**src/rtl/noc_pkg.sv**
```systemverilog
// Shared NoC definitions: default flit width, default buffer depth, flit type.
// No ports; imported by the NoC building blocks.
// Latency/backpressure: not applicable (definitions only).
package noc_pkg;

  localparam int NOC_DATA_WIDTH = 17;
  localparam int NOC_DEPTH      = 4;

  typedef logic [NOC_DATA_WIDTH-1:0] flit_t;

endpackage

```
**src/rtl/flit_fifo_mem.sv**
```systemverilog
// Flit storage array: one synchronous write port, one asynchronous read port, no reset.
// Ports: clk; i_wr_en/i_wr_addr/i_wr_dat write port; i_rd_addr -> o_rd_dat combinational read.
// Latency: write visible on the read port the cycle after the write edge; no backpressure.
module flit_fifo_mem
  import noc_pkg::*;
#(
  parameter int DATA_WIDTH = NOC_DATA_WIDTH,
  parameter int DEPTH      = NOC_DEPTH
) (
  input  logic                     clk,
  input  logic                     i_wr_en,
  input  logic [$clog2(DEPTH)-1:0] i_wr_addr,
  input  logic [DATA_WIDTH-1:0]    i_wr_dat,
  input  logic [$clog2(DEPTH)-1:0] i_rd_addr,
  output logic [DATA_WIDTH-1:0]    o_rd_dat
);

  logic [DATA_WIDTH-1:0] r_mem [DEPTH];

  always_ff @(posedge clk) begin
    if (i_wr_en) begin
      r_mem[i_wr_addr] <= i_wr_dat;
    end
  end

  assign o_rd_dat = r_mem[i_rd_addr];

endmodule

```
**src/rtl/flit_in_buffer.sv**
```systemverilog
// Input flit FIFO feeding a downstream register stage; head flit offered with a receive_o load strobe.
// Ports: clk/rst (sync, active-high); in_valid_i/in_data_i/in_ready_o upstream; reg_valid_i/reg_send_i
//   downstream status; receive_o/data_o to the register stage; count_o/full_o/empty_o occupancy.
// Latency 1 cycle (no empty bypass); in_ready_o = !full from registered state only, a full buffer
//   refuses pushes even when popping that cycle.
// Optional macro FLIT_IN_BUFFER_STATS_EN adds hwm_o (peak occupancy) and flit_cnt_o (saturating pop count).
module flit_in_buffer
  import noc_pkg::*;
#(
  parameter int DATA_WIDTH = NOC_DATA_WIDTH,
  parameter int DEPTH      = NOC_DEPTH
) (
  input  logic                     clk,
  input  logic                     rst,
  input  logic                     in_valid_i,
  input  logic [DATA_WIDTH-1:0]    in_data_i,
  output logic                     in_ready_o,
  input  logic                     reg_valid_i,
  input  logic                     reg_send_i,
  output logic                     receive_o,
  output logic [DATA_WIDTH-1:0]    data_o,
  output logic [$clog2(DEPTH):0]   count_o,
`ifdef FLIT_IN_BUFFER_STATS_EN
  output logic [$clog2(DEPTH):0]   hwm_o,
  output logic [15:0]              flit_cnt_o,
`endif
  output logic                     full_o,
  output logic                     empty_o
);

  localparam int AW = $clog2(DEPTH);
  localparam int CW = AW + 1;

  logic [AW-1:0]         r_wr_ptr;
  logic [AW-1:0]         r_rd_ptr;
  logic [CW-1:0]         r_count;
  logic [CW-1:0]         w_count_nxt;
  logic                  w_full;
  logic                  w_empty;
  logic                  w_push;
  logic                  w_pop;
  logic [DATA_WIDTH-1:0] w_head_dat;

  assign w_full  = (r_count == CW'(DEPTH));
  assign w_empty = (r_count == '0);

  // The register stage can take a flit when it is empty or is emptying this cycle.
  assign w_pop  = ~w_empty & (~reg_valid_i | reg_send_i);
  // Push is gated by registered fullness only, so a simultaneous pop does not open a slot.
  assign w_push = in_valid_i & ~w_full;

  always_comb begin
    w_count_nxt = r_count;
    case ({w_push, w_pop})
      2'b10:   w_count_nxt = r_count + CW'(1);
      2'b01:   w_count_nxt = r_count - CW'(1);
      default: w_count_nxt = r_count;
    endcase
  end

  // Pointers are AW bits wide; DEPTH is a power of two so they wrap naturally.
  always_ff @(posedge clk) begin
    if (rst) begin
      r_wr_ptr <= '0;
      r_rd_ptr <= '0;
      r_count  <= '0;
    end else begin
      if (w_push) r_wr_ptr <= r_wr_ptr + AW'(1);
      if (w_pop)  r_rd_ptr <= r_rd_ptr + AW'(1);
      r_count <= w_count_nxt;
    end
  end

  flit_fifo_mem #(
    .DATA_WIDTH (DATA_WIDTH),
    .DEPTH      (DEPTH)
  ) u_mem (
    .clk       (clk),
    .i_wr_en   (w_push & ~rst),
    .i_wr_addr (r_wr_ptr),
    .i_wr_dat  (in_data_i),
    .i_rd_addr (r_rd_ptr),
    .o_rd_dat  (w_head_dat)
  );

  assign in_ready_o = ~w_full;
  assign receive_o  = w_pop;
  // Stale array contents are never exposed while empty.
  assign data_o     = w_empty ? '0 : w_head_dat;
  assign count_o    = r_count;
  assign full_o     = w_full;
  assign empty_o    = w_empty;

`ifdef FLIT_IN_BUFFER_STATS_EN
  logic [CW-1:0] r_hwm;
  logic [15:0]   r_flit_cnt;

  always_ff @(posedge clk) begin
    if (rst) begin
      r_hwm      <= '0;
      r_flit_cnt <= '0;
    end else begin
      if (w_count_nxt > r_hwm) r_hwm <= w_count_nxt;
      if (w_pop && (r_flit_cnt != 16'hFFFF)) r_flit_cnt <= r_flit_cnt + 16'd1;
    end
  end

  assign hwm_o      = r_hwm;
  assign flit_cnt_o = r_flit_cnt;
`endif

endmodule
```
**config.mk**
```make
export PLATFORM = sky130hd
export DESIGN_NAME = flit_in_buffer
export DESIGN_NICKNAME = d
export VERILOG_FILES = /design/src/rtl/noc_pkg.sv /design/src/rtl/flit_fifo_mem.sv /design/src/rtl/flit_in_buffer.sv
export SDC_FILE = /design/constraint.sdc
export NUM_CORES = 1
export LEC_CHECK = 0
export CAP_MARGIN = 40
export CORE_ASPECT_RATIO = 1.5
export CORE_MARGIN = 1
export CORE_UTILIZATION = 50
export CTS_CLUSTER_SIZE = 40
export DETAILED_ROUTE_END_ITERATION = 8
export PLACE_DENSITY = 0.86
export SLEW_MARGIN = 30
export SYNTH_ARGS = -nofsm -noshare
export SYNTH_HDL_FRONTEND = slang
export SYNTH_HIERARCHICAL = 1
export SYNTH_SLANG_ARGS = --single-unit
```
**constraint.sdc**
```tcl
create_clock -name clk -period 2.8 [get_ports clk]
set_clock_uncertainty 0.05 [all_clocks]
set_input_delay 0.28 -clock clk [delete_from_list [all_inputs] [get_ports clk]]
set_output_delay 0.28 -clock clk [all_outputs]
set_load 0.03 [all_outputs]
```
; ---- Yosys cells after proc, flatten, opt, wreduce, memory -nomap -nowiden
; Memories as Yosys holds them, arrays and structs flattened. A register that Yosys moved wholly into a read port is not among the register bits.
; Cells that the tools add are included.
[totals]
register_bits = 7
ram_bits = 68
out_inout_bits = 24
memories = 1
[op_classes]
n_addsub = 4
eq_ne = 3
mux = 6
bitwise = 8
reduce_logical = 2
[mem_list]
columns = name, words, word_bits, read_ports, rd_clocked_by_memory_dff, write_ports, line
row1 = u_mem.r_mem, 4, 17, 1, 1, 1, flit_fifo_mem.sv:18  ; logic [DATA_WIDTH-1:0] r_mem [DEPTH];
[ops]
columns = operator, n
row1 = 17-bit 2-to-1 mux, 1
row2 = 3-bit case mux with 2 select lines, 1
row3 = "2-bit by 1-bit adder with 2-bit output, second input constant", 2
row4 = 2-bit 2-to-1 mux, 2
row5 = 1-bit inverter, 4
row6 = "3-bit by 1-bit adder with 3-bit output, second input constant", 1
row7 = 1-bit AND, 3
row8 = "3-bit equality test, second input constant", 1
row9 = 3-bit logical NOT, 1
row10 = "3-bit by 1-bit subtractor with 3-bit output, second input constant", 1
row11 = "2-bit by 1-bit equality test with 1-bit output, second input constant", 1
row12 = "2-bit equality test, second input constant", 1
row13 = 1-bit 2-to-1 mux, 2
row14 = 2-bit nonzero test, 1
row15 = 1-bit bitwise OR, 1

; ---- Depth between registers and ports, before layout
; Gate-level depths: netlist of run 1.
[depth]
word_depth = 6
depth_mapped = 9
mapped_depth_nobuf = 8

; ---- Cells and area by module
; Netlist of run 1, hierarchy kept.
[by_module_without_submodules]
columns = mod, n_inst, cells_each, area_per_inst_um2, seq_area_each_um2
row1 = flit_fifo_mem, 1, 93, 2523.7, 2042.0
row2 = flit_in_buffer, 1, 62, 491.7, 140.1

; ---- Worst setup path after synthesis of run 1
; Ideal clock, no wire load.
[synth_timing]
kind = flip-flop to flip-flop
start = register r_count[0], in the netlist count_o[0]
end = memory u_mem/r_mem[0][0] (netlist name) (enable)
setup_time_ns = 0.416
arrival_ns = 2.408
required_time_ns = 2.334
slack_ns = -0.075
stages_incl_launch_ff = 5
cell_sequence = dfxtp_1 or3b_4 nand2_4 nor2_1 nor3b_1
[synth_between]
elab_chain_len = 6
[synth_rtl]
columns = item, line
row1 = "start, declared", flit_in_buffer.sv:36  ; logic [CW-1:0] r_count;
row2 = "start signal, assigned", flit_in_buffer.sv:70  ; r_count <= w_count_nxt;
row3 = 3-bit equality test, flit_in_buffer.sv:44  ; assign w_full = (r_count == CW'(DEPTH));
row4 = 1-bit inverter, --
row5 = net in_ready_o, flit_in_buffer.sv:17  ; output logic in_ready_o,
row6 = 1-bit AND, flit_in_buffer.sv:50  ; assign w_push = in_valid_i & ~w_full;
row7 = 1-bit AND, flit_in_buffer.sv:79  ; .i_wr_en (w_push & ~rst),
row8 = 1-bit 2-to-1 mux, flit_fifo_mem.sv:21  ; if (i_wr_en) begin
row9 = 1-bit 2-to-1 mux (not written as such), flit_fifo_mem.sv:22  ; r_mem[i_wr_addr] <= i_wr_dat;
row10 = "end, declared", flit_fifo_mem.sv:18
; The timed path passes the listed nets, and every way through them passes these cells.

==> results of run 1 <==
through the flow:
stage / cell area (um^2) / hold slack (ns) / total power, mW / setup slack (ns)
final: 3770 / 0.487 / 3.62 / 0.158
after floorplan: 3020 / 0.329 / 2.40 / 0.0227
after CTS: 3770 / 0.483 / 3.66 / 0.114
after detailed placement: 3590 / 0.473 / 2.92 / 0.444
after global routing: 3770 / 0.500 / 3.80 / 0.0199
after global placement: 3590 / 0.456 / 2.89 / 0.503
sequential cells by signal (all words and copies together), names as in the netlist:
register and cells:
r_wr_ptr 2, u_mem/r_mem 68, count_o 3, r_rd_ptr 2
cell families (layout without fill, tap and decap cells):
| family | Yosys count | after routing |
|---|---|---|
| DFF | 75 | 75 |
| and+or+nand+nor | 38 | 38 |
| muxes | 19 | 19 |
| buffers and inverters | 12 | 75 |
| AOI/OAI and AO/OA | 7 | 7 |
| adders and majority gates | 2 | 2 |
| xor gates and xnor gates | 2 | 2 |
power by group through the flow:
stage / Clock (mW) / Combinational (mW) / Sequential, mW
global placement: 0 / 1.50 / 1.39
CTS: 0.762 / 1.52 / 1.37
floorplan: 0 / 0.988 / 1.41
detailed placement: 0 / 1.52 / 1.40
global route: 0.812 / 1.60 / 1.38
finish: 0.747 / 1.50 / 1.37
routing by layer:
metal	vias up	global-route usage [%]
li1	725	-
met3	10	7.04
met4	0	9.53
met2	52	28.4
met1	757	20.7
met5	-	0
critical path, cell delays in order, from the launching register on:
cell	delay [ns]
dfxtp_1	0.31
buf_4	0.32
mux4_1	0.60
nor2b_1	0.14
clkdlybuf4s50_1	0.59
synthesized netlist by cell type (all sizes together):
library cell / instances / share of area, %
a21oi: 4 / 0.66
and3: 1 / 0.21
and3b: 2 / 0.58
buf: 5 / 1.5
clkbuf: 2 / 0.29
dfxtp: 7 / 4.6
edfxtp: 68 / 68
fa: 1 / 0.66
ha: 1 / 0.41
inv: 5 / 0.62
mux2: 2 / 0.75
mux4: 17 / 14
nand2: 1 / 0.37
nand3: 1 / 0.17
nor2: 7 / 0.87
nor2b: 20 / 4.1
nor3: 1 / 0.33
nor3b: 1 / 0.25
o21ai: 2 / 0.33
o31ai: 1 / 0.25
or3: 2 / 0.41
or3b: 1 / 0.37
or4: 1 / 0.25
xor2: 2 / 0.58
path summary, 6_finish.rpt:
| path | end | start | cells past startpoint | slack (ns) |
|---|---|---|---|---|
| max | data_o[16] | r_rd_ptr[0] | 4 | 0.16 |
| min reg2reg | count_o[2] | count_o[2] | 2 | 0.49 |
| min | count_o[2] | count_o[2] | 2 | 0.49 |
| max reg2reg | count_o[2] | count_o[2] | 8 | 0.55 |
layout make-up:
cell class                      instances  area (um^2)  area share (%)
Inverter                                5         18.8           0.497
Sequential cell                        75         2180            57.8
Timing Repair Buffer                   54          538            14.3
Clock buffer                            9          124            3.28
Tap cell                               72         90.1            2.39
Multi-Input combinational cell         68          764            20.3
Clock inverter                          7         57.6            1.52
==> impl_results.rst, run 1 <==
.. list-table::
   :header-rows: 1

   * - Metric
     - Value
   * - Cell Count, Final, Fillers Out
     - 290
   * - Setup Crit Path Kind
     - reg -> out
   * - Seq/Total Area, Yosys
     - 72.4%
   * - Starting Density
     - 51.7%
   * - Cells resized by post-CTS repair
     - 0
   * - Antenna violations before repair
     - 0
   * - Worst hold-check path type
     - reg -> reg
   * - Number of instances in the synthesized netlist
     - 155
   * - Run status
     - finished clean
   * - Final design utilization
     - 64.8%
   * - Final Cycle Share
     - 94.4%
   * - Distinct cell type count of the synthesized netlist
     - 28
   * - Max-slew violation total from the final report
     - 0
   * - Netlist area before placement
     - 0.00302 mm^2
   * - Total number of vias
     - 1,544
   * - Total number of H-tree levels
     - 3
   * - Largest buffer count on any clock path
     - 2
   * - Commonest non-fill, non-tap cell in the layout
     - edfxtp_1
   * - TritonCTS clock tree
     - yes
   * - Pre-antenna DRT Iters
     - 6
   * - Basic-gate share of the synthesized area counting and, or, nand and nor cells
     - 7.97%
   * - Hold_buf cts
     - 0
   * - Time the final worst path needs with I/O delays and setup
     - 2.64 ns
   * - Buffer cell driving the clock tree root
     - clkbuf_8
   * - Final RePlAce weighted congestion
     - 0.667
   * - Count of synthesis-stage warnings from yosys
     - 6
   * - Via count of the first global-routing pass
     - 1,625
   * - Share of total power in sequential cells
     - 37.9%
   * - TritonCTS Buffers
     - 9
   * - Final layout net count
     - 237
   * - HPWL after detailed placement
     - 3.40 mm
   * - Uppermost routed layer
     - met4
   * - Peak fanout along the critical path
     - 20
   * - Mux contribution to synthesized area
     - between 10% and 20%
   * - Die Footprint
     - 0.00635 mm^2
   * - Critical Path RT
     - roughly 2.5 ns
   * - Total wire length after detailed routing
     - 4.96 mm
   * - Type of origin of the critical path
     - register
   * - N_diodes
     - 0
   * - Switching power of the nets
     - 1.29 mW
   * - Sink count of the clock tree
     - between 70 and 80
   * - Endpoints failing setup
     - 0
   * - Max-cap violations
     - 0
   * - CP endpoint kind
     - output port
   * - Unrepaired setup endpoints after global routing
     - false
   * - Proportion of layout cells with a drive suffix above 1
     - 19.7%
   * - I/O Buffers
     - 45
   * - Arithmetic-cell share of the synthesized area counting full adders, half adders and majority gates
     - 1.08%
   * - Number of DRC violations after detailed routing
     - 0
   * - Pin count of the biggest net entering global routing
     - 23
   * - Setup Total Neg Slack
     - 0 ns
   * - Overall global routing resource usage
     - between 10% and 20%
   * - Achievable Freq
     - 0.379 GHz
   * - Number of DRC markers in iteration 0
     - 37
   * - First-pass GRT wire length
     - 7.91 mm
   * - Slew @ Worst Pin
     - 0.431 ns
   * - Core area
     - 0.00583 mm^2
   * - Metal-1 WL
     - 1.97 mm
   * - Combinational Power Share
     - 41.4%
   * - Switch share
     - between 30% and 40%
   * - Compound-gate portion of the synthesized area
     - 1.24%
   * - Number of fill cells in the layout
     - between 300 and 400
   * - Leakage power
     - 1.26 nW
   * - Post-route ant nets
     - 0
   * - Max-slew headroom
     - 71.2%
   * - Clock slew seen by the registers of the worst setup and hold paths
     - 0.08 ns
   * - Critical path arrival
     - 2.31 ns
   * - Routed length on met2
     - 2.63 mm
   * - Share of total power in the clock network
     - 20.6%
   * - Die extent in x
     - 65.4 um
   * - Combinational family with the most area after synthesis
     - multiplexers
   * - Met3 layer wire length in the routed design
     - 243 um
   * - Peak ir drop on the vdd network
     - 0.576 mV
   * - Post-Synth XOR/XNOR Area
     - less than 1%
   * - Row cnt
     - 34
   * - Skew-Pair Late Insertion Delay
     - about 0.34 ns
   * - Design internal power
     - 2.33 mW
   * - Die H
     - 97.1 um
   * - Area growth from synthesis to final layout
     - 25.2%
   * - Number of top-level design ports
     - 46
   * - Yosys reg bits
     - 75
   * - Syn Nets
     - 179
   * - Setup bufs post-CTS
     - 0
   * - Wirelength per Cell
     - 17.1 um
   * - Commonest non-fill, non-tap cells in the layout
     - edfxtp_1, clkdlybuf4s50_1, nor2b_1
   * - Synthesized area per cell
     - 19.5 um^2
   * - Dpl cells
     - approximately 270
   * - Vias per inst
     - approximately 5.3
   * - Final Hold Vio Count
     - 0
   * - Congestion Overflow GR
     - 0
   * - Power density over the cells
     - 959 mW/mm^2
(Power assumes the default switching activity.)
==> run 2: changes to the inputs <==
CORE_UTILIZATION = 48   (was 50)
clock period = 2.2 ns   (was 2.8 ns; I/O delays follow)
==> run 2 against run 1 <==
Via count increased by 2.5%. Setup slack got worse by 0.091 ns. Non-clock buffer count up 9. Worst hold slack lost 0.013 ns. Clock power up 14%.
==> impl_results.rst, run 2 (same netlist as run 1, synthesis figures left out) <==
.. list-table::
   :header-rows: 1

   * - Metric
     - Value
   * - Run status
     - finished clean
   * - PnR worst setup slack
     - 0.0671 ns (-0.0911 ns)
   * - N_diodes
     - 0 (unchanged)
   * - Peak ir drop on the vdd network
     - 0.678 mV (+18%)
   * - TritonCTS Buffers
     - 9 (unchanged)
   * - Flip-flop count of the largest register after layout
     - 68 (unchanged)
   * - Number of DRC violations after detailed routing
     - 0 (unchanged)
   * - Max-slew violation total from the final report
     - 0 (unchanged)
   * - Die extent in x
     - 66.7 um (+2.0%)
   * - Unrepaired setup endpoints after global routing
     - false
   * - Congestion Overflow GR
     - 0 (unchanged)
   * - FF-to-FF Start
     - count_o[0]
   * - Post-route ant nets
     - 0 (unchanged)
   * - Leakage power
     - 1.33 nW (+5.7%)
   * - Count of cells along the worst register-to-register path
     - 8 (unchanged)
   * - Worst setup startpoint
     - r_rd_ptr[0]
   * - Pre-antenna DRT Iters
     - 4 (-2)
   * - Largest register by flop count
     - u_mem/r_mem
   * - Critical path destination
     - data_o[0]
   * - Dpl cells
     - 279 (+1.8%)
   * - Power density over the cells
     - 1190 mW/mm^2 (+24%)
   * - CP endpoint kind
     - output port
   * - Clock slew seen by the registers of the worst setup and hold paths
     - 0.07 ns (about the same)
   * - Total number of H-tree levels
     - 3 (unchanged)
   * - Number of fill cells in the layout
     - 423 (+8.5%)
   * - Achievable Freq
     - 0.469 GHz
   * - Final layout net count
     - 246 (+3.8%)
   * - Number of top-level design ports
     - 46 (unchanged)
   * - Vias per inst
     - 5.26 (-1.2%)
   * - Final RePlAce weighted congestion
     - 0.723 (+8.4%)
   * - Final design utilization
     - 63.8% (-0.93 points)
   * - Die H
     - 99.1 um (+2.0%)
   * - Largest buffer count on any clock path
     - 2 (unchanged)
   * - Endpoints failing setup
     - 0 (unchanged)
   * - Minimum setup slack after placement
     - -0.0173 ns (-0.461 ns)
   * - Pin count of the biggest net entering global routing
     - 18 (-22%)
   * - Die Footprint
     - 0.00661 mm^2 (+4.1%)
   * - Proportion of layout cells with a drive suffix above 1
     - 27.8% (+8.0 points)
   * - Antenna violations before repair
     - 0 (unchanged)
   * - Time the final worst path needs with I/O delays and setup
     - between 2 and 2.5 ns
   * - Sink count of the clock tree
     - 75 (unchanged)
   * - Wirelength per Cell
     - 17.0 um (-0.86%)
   * - TritonCTS clock tree
     - yes
   * - Cell Count, Final, Fillers Out
     - 301 (+3.8%)
   * - Via count of the first global-routing pass
     - 1,595 (-1.8%)
   * - HPWL after detailed placement
     - 3.37 mm (-1.0%)
   * - Setup Total Neg Slack
     - 0 ns (unchanged)
   * - Type of origin of the critical path
     - register
   * - Peak fanout along the critical path
     - 14 (-30%)
   * - I/O Buffers
     - 45 (unchanged)
   * - Buffer cell driving the clock tree root
     - clkbuf_8
   * - Final Hold Vio Count
     - 0 (unchanged)
   * - Area used by multi-input combinational logic
     - 793 um^2 (+3.8%)
   * - Critical Path RT
     - 1.93 ns (-0.54 ns)
   * - Total number of vias
     - 1,583 (+2.5%)
   * - Hold_buf cts
     - 0 (unchanged)
   * - Commonest non-fill, non-tap cells in the layout
     - edfxtp_1, clkdlybuf4s50_1, nor2b_1
   * - Number of DRC markers in iteration 0
     - 49 (+32%)
   * - Slew @ Worst Pin
     - 0.311 ns (-0.120 ns)
   * - Total wire length after detailed routing
     - 5.11 mm (+2.9%)
   * - Overall global routing resource usage
     - 17.9% (-0.050 points)
   * - Reg2Reg Setup Slack
     - 0.07 ns (-0.48 ns)
   * - Area taken by flip-flops and latches
     - 0.00219 mm^2 (+0.57%)
   * - Worst hold-check path type
     - in -> reg
   * - Critical path arrival
     - 1.86 ns (-0.45 ns)
   * - Area growth from synthesis to final layout
     - 28.9%
   * - Max-slew headroom
     - 79.2% (+8.0 points)
   * - Final Cycle Share
     - between 90% and 100%
   * - Core area
     - 0.00609 mm^2 (+4.4%)
   * - First-pass GRT wire length
     - 8.07 mm (+2.0%)
   * - Commonest non-fill, non-tap cell in the layout
     - edfxtp_1
   * - Setup Crit Path Kind
     - reg -> out
   * - Starting Density
     - 49.5% (-2.2 points)
   * - Max-cap violations
     - 0 (unchanged)
   * - Capture instance of the worst register-to-register path
     - count_o[2]
   * - Row cnt
     - 35 (+2.9%)
   * - Skew-Pair Late Insertion Delay
     - 0.34 ns (about the same)
-- run 2: cell types whose count changed in the layout (fill, tap and decap cells not counted), sizes merged --
cell,delta
clkinv,+1
clkdlybuf4s15,+9
dlygate4sd2,+6
clkdlybuf4s50,-16
buf,+9
clkbuf,+5
inv,-4
clkinvlp,-1
-- run 2: cell type report --
| cell class | count | area share (%) |
|---|---|---|
| flip-flops and latches | 75 | 56.5 |
| repair buffers | 63 | 16.3 |
| inverters | 5 | 0.483 |
| clock inverters | 3 | 0.419 |
| clock buffers | 13 | 3.57 |
| multi-input cells | 68 | 20.4 |
| well taps | 74 | 2.38 |
-- run 2: report_power, final --
| group | switching, mW | internal [mW] | total [mW] |
|---|---|---|---|
| clock network | 0.447 | 0.405 | 0.853 |
| registers | 0.0612 | 1.69 | 1.75 |
| logic | 1.10 | 0.926 | 2.03 |
-- run 2: worst min-delay path by stage --
| stage | startpoint | to | slack (ns) | cells after the start |
|---|---|---|---|---|
| after floorplan | in_data_i[0] | u_mem/r_mem[0][0] | 0.27 | 0 |
| after global placement | count_o[2] | count_o[2] | 0.46 | 2 |
| after detailed placement | count_o[2] | count_o[2] | 0.48 | 2 |
| after CTS | in_data_i[3] | u_mem/r_mem[3][3] | 0.45 | 1 |
| after global routing | in_data_i[3] | u_mem/r_mem[1][3] | 0.47 | 1 |
| final | in_data_i[3] | u_mem/r_mem[1][3] | 0.47 | 1 |
-- run 2: per-stage QoR --
| stage | instance area [um^2] | hold WS [ns] | power [mW] |
|---|---|---|---|
| 2_1_floorplan | 3050 | 0.269 | 3.11 |
| 3_3_place_gp | 3680 | 0.457 | 3.82 |
| 3_5_place_dp | 3680 | 0.484 | 3.85 |
| 4_1_cts | 3840 | 0.454 | 4.64 |
| 5_1_grt | 3890 | 0.467 | 4.88 |
| 6_report | 3890 | 0.473 | 4.63 |
-- run 2: repair_timing --
item                                    in CTS  in global routing
gates resized for setup                     33                  5
pin swaps                                    0                  4
buffers inserted                             0                  6
endpoints found under the setup margin      16                 17
-- run 2: critical path, stage by stage (launching register included) --
cell	delay [ns]
dfxtp_2	0.36
buf_12	0.16
mux4_1	0.58
nor2b_1	0.15
clkdlybuf4s15_2	0.27
-- run 2: metal layers --
layer	vias to the layer above	routed length [um]	track usage, %
met3	8	178	4.05
li1	747	-	-
met2	35	2790	29.1
met5	-	0	0
met1	793	2020	21.3
met4	0	122	10.8
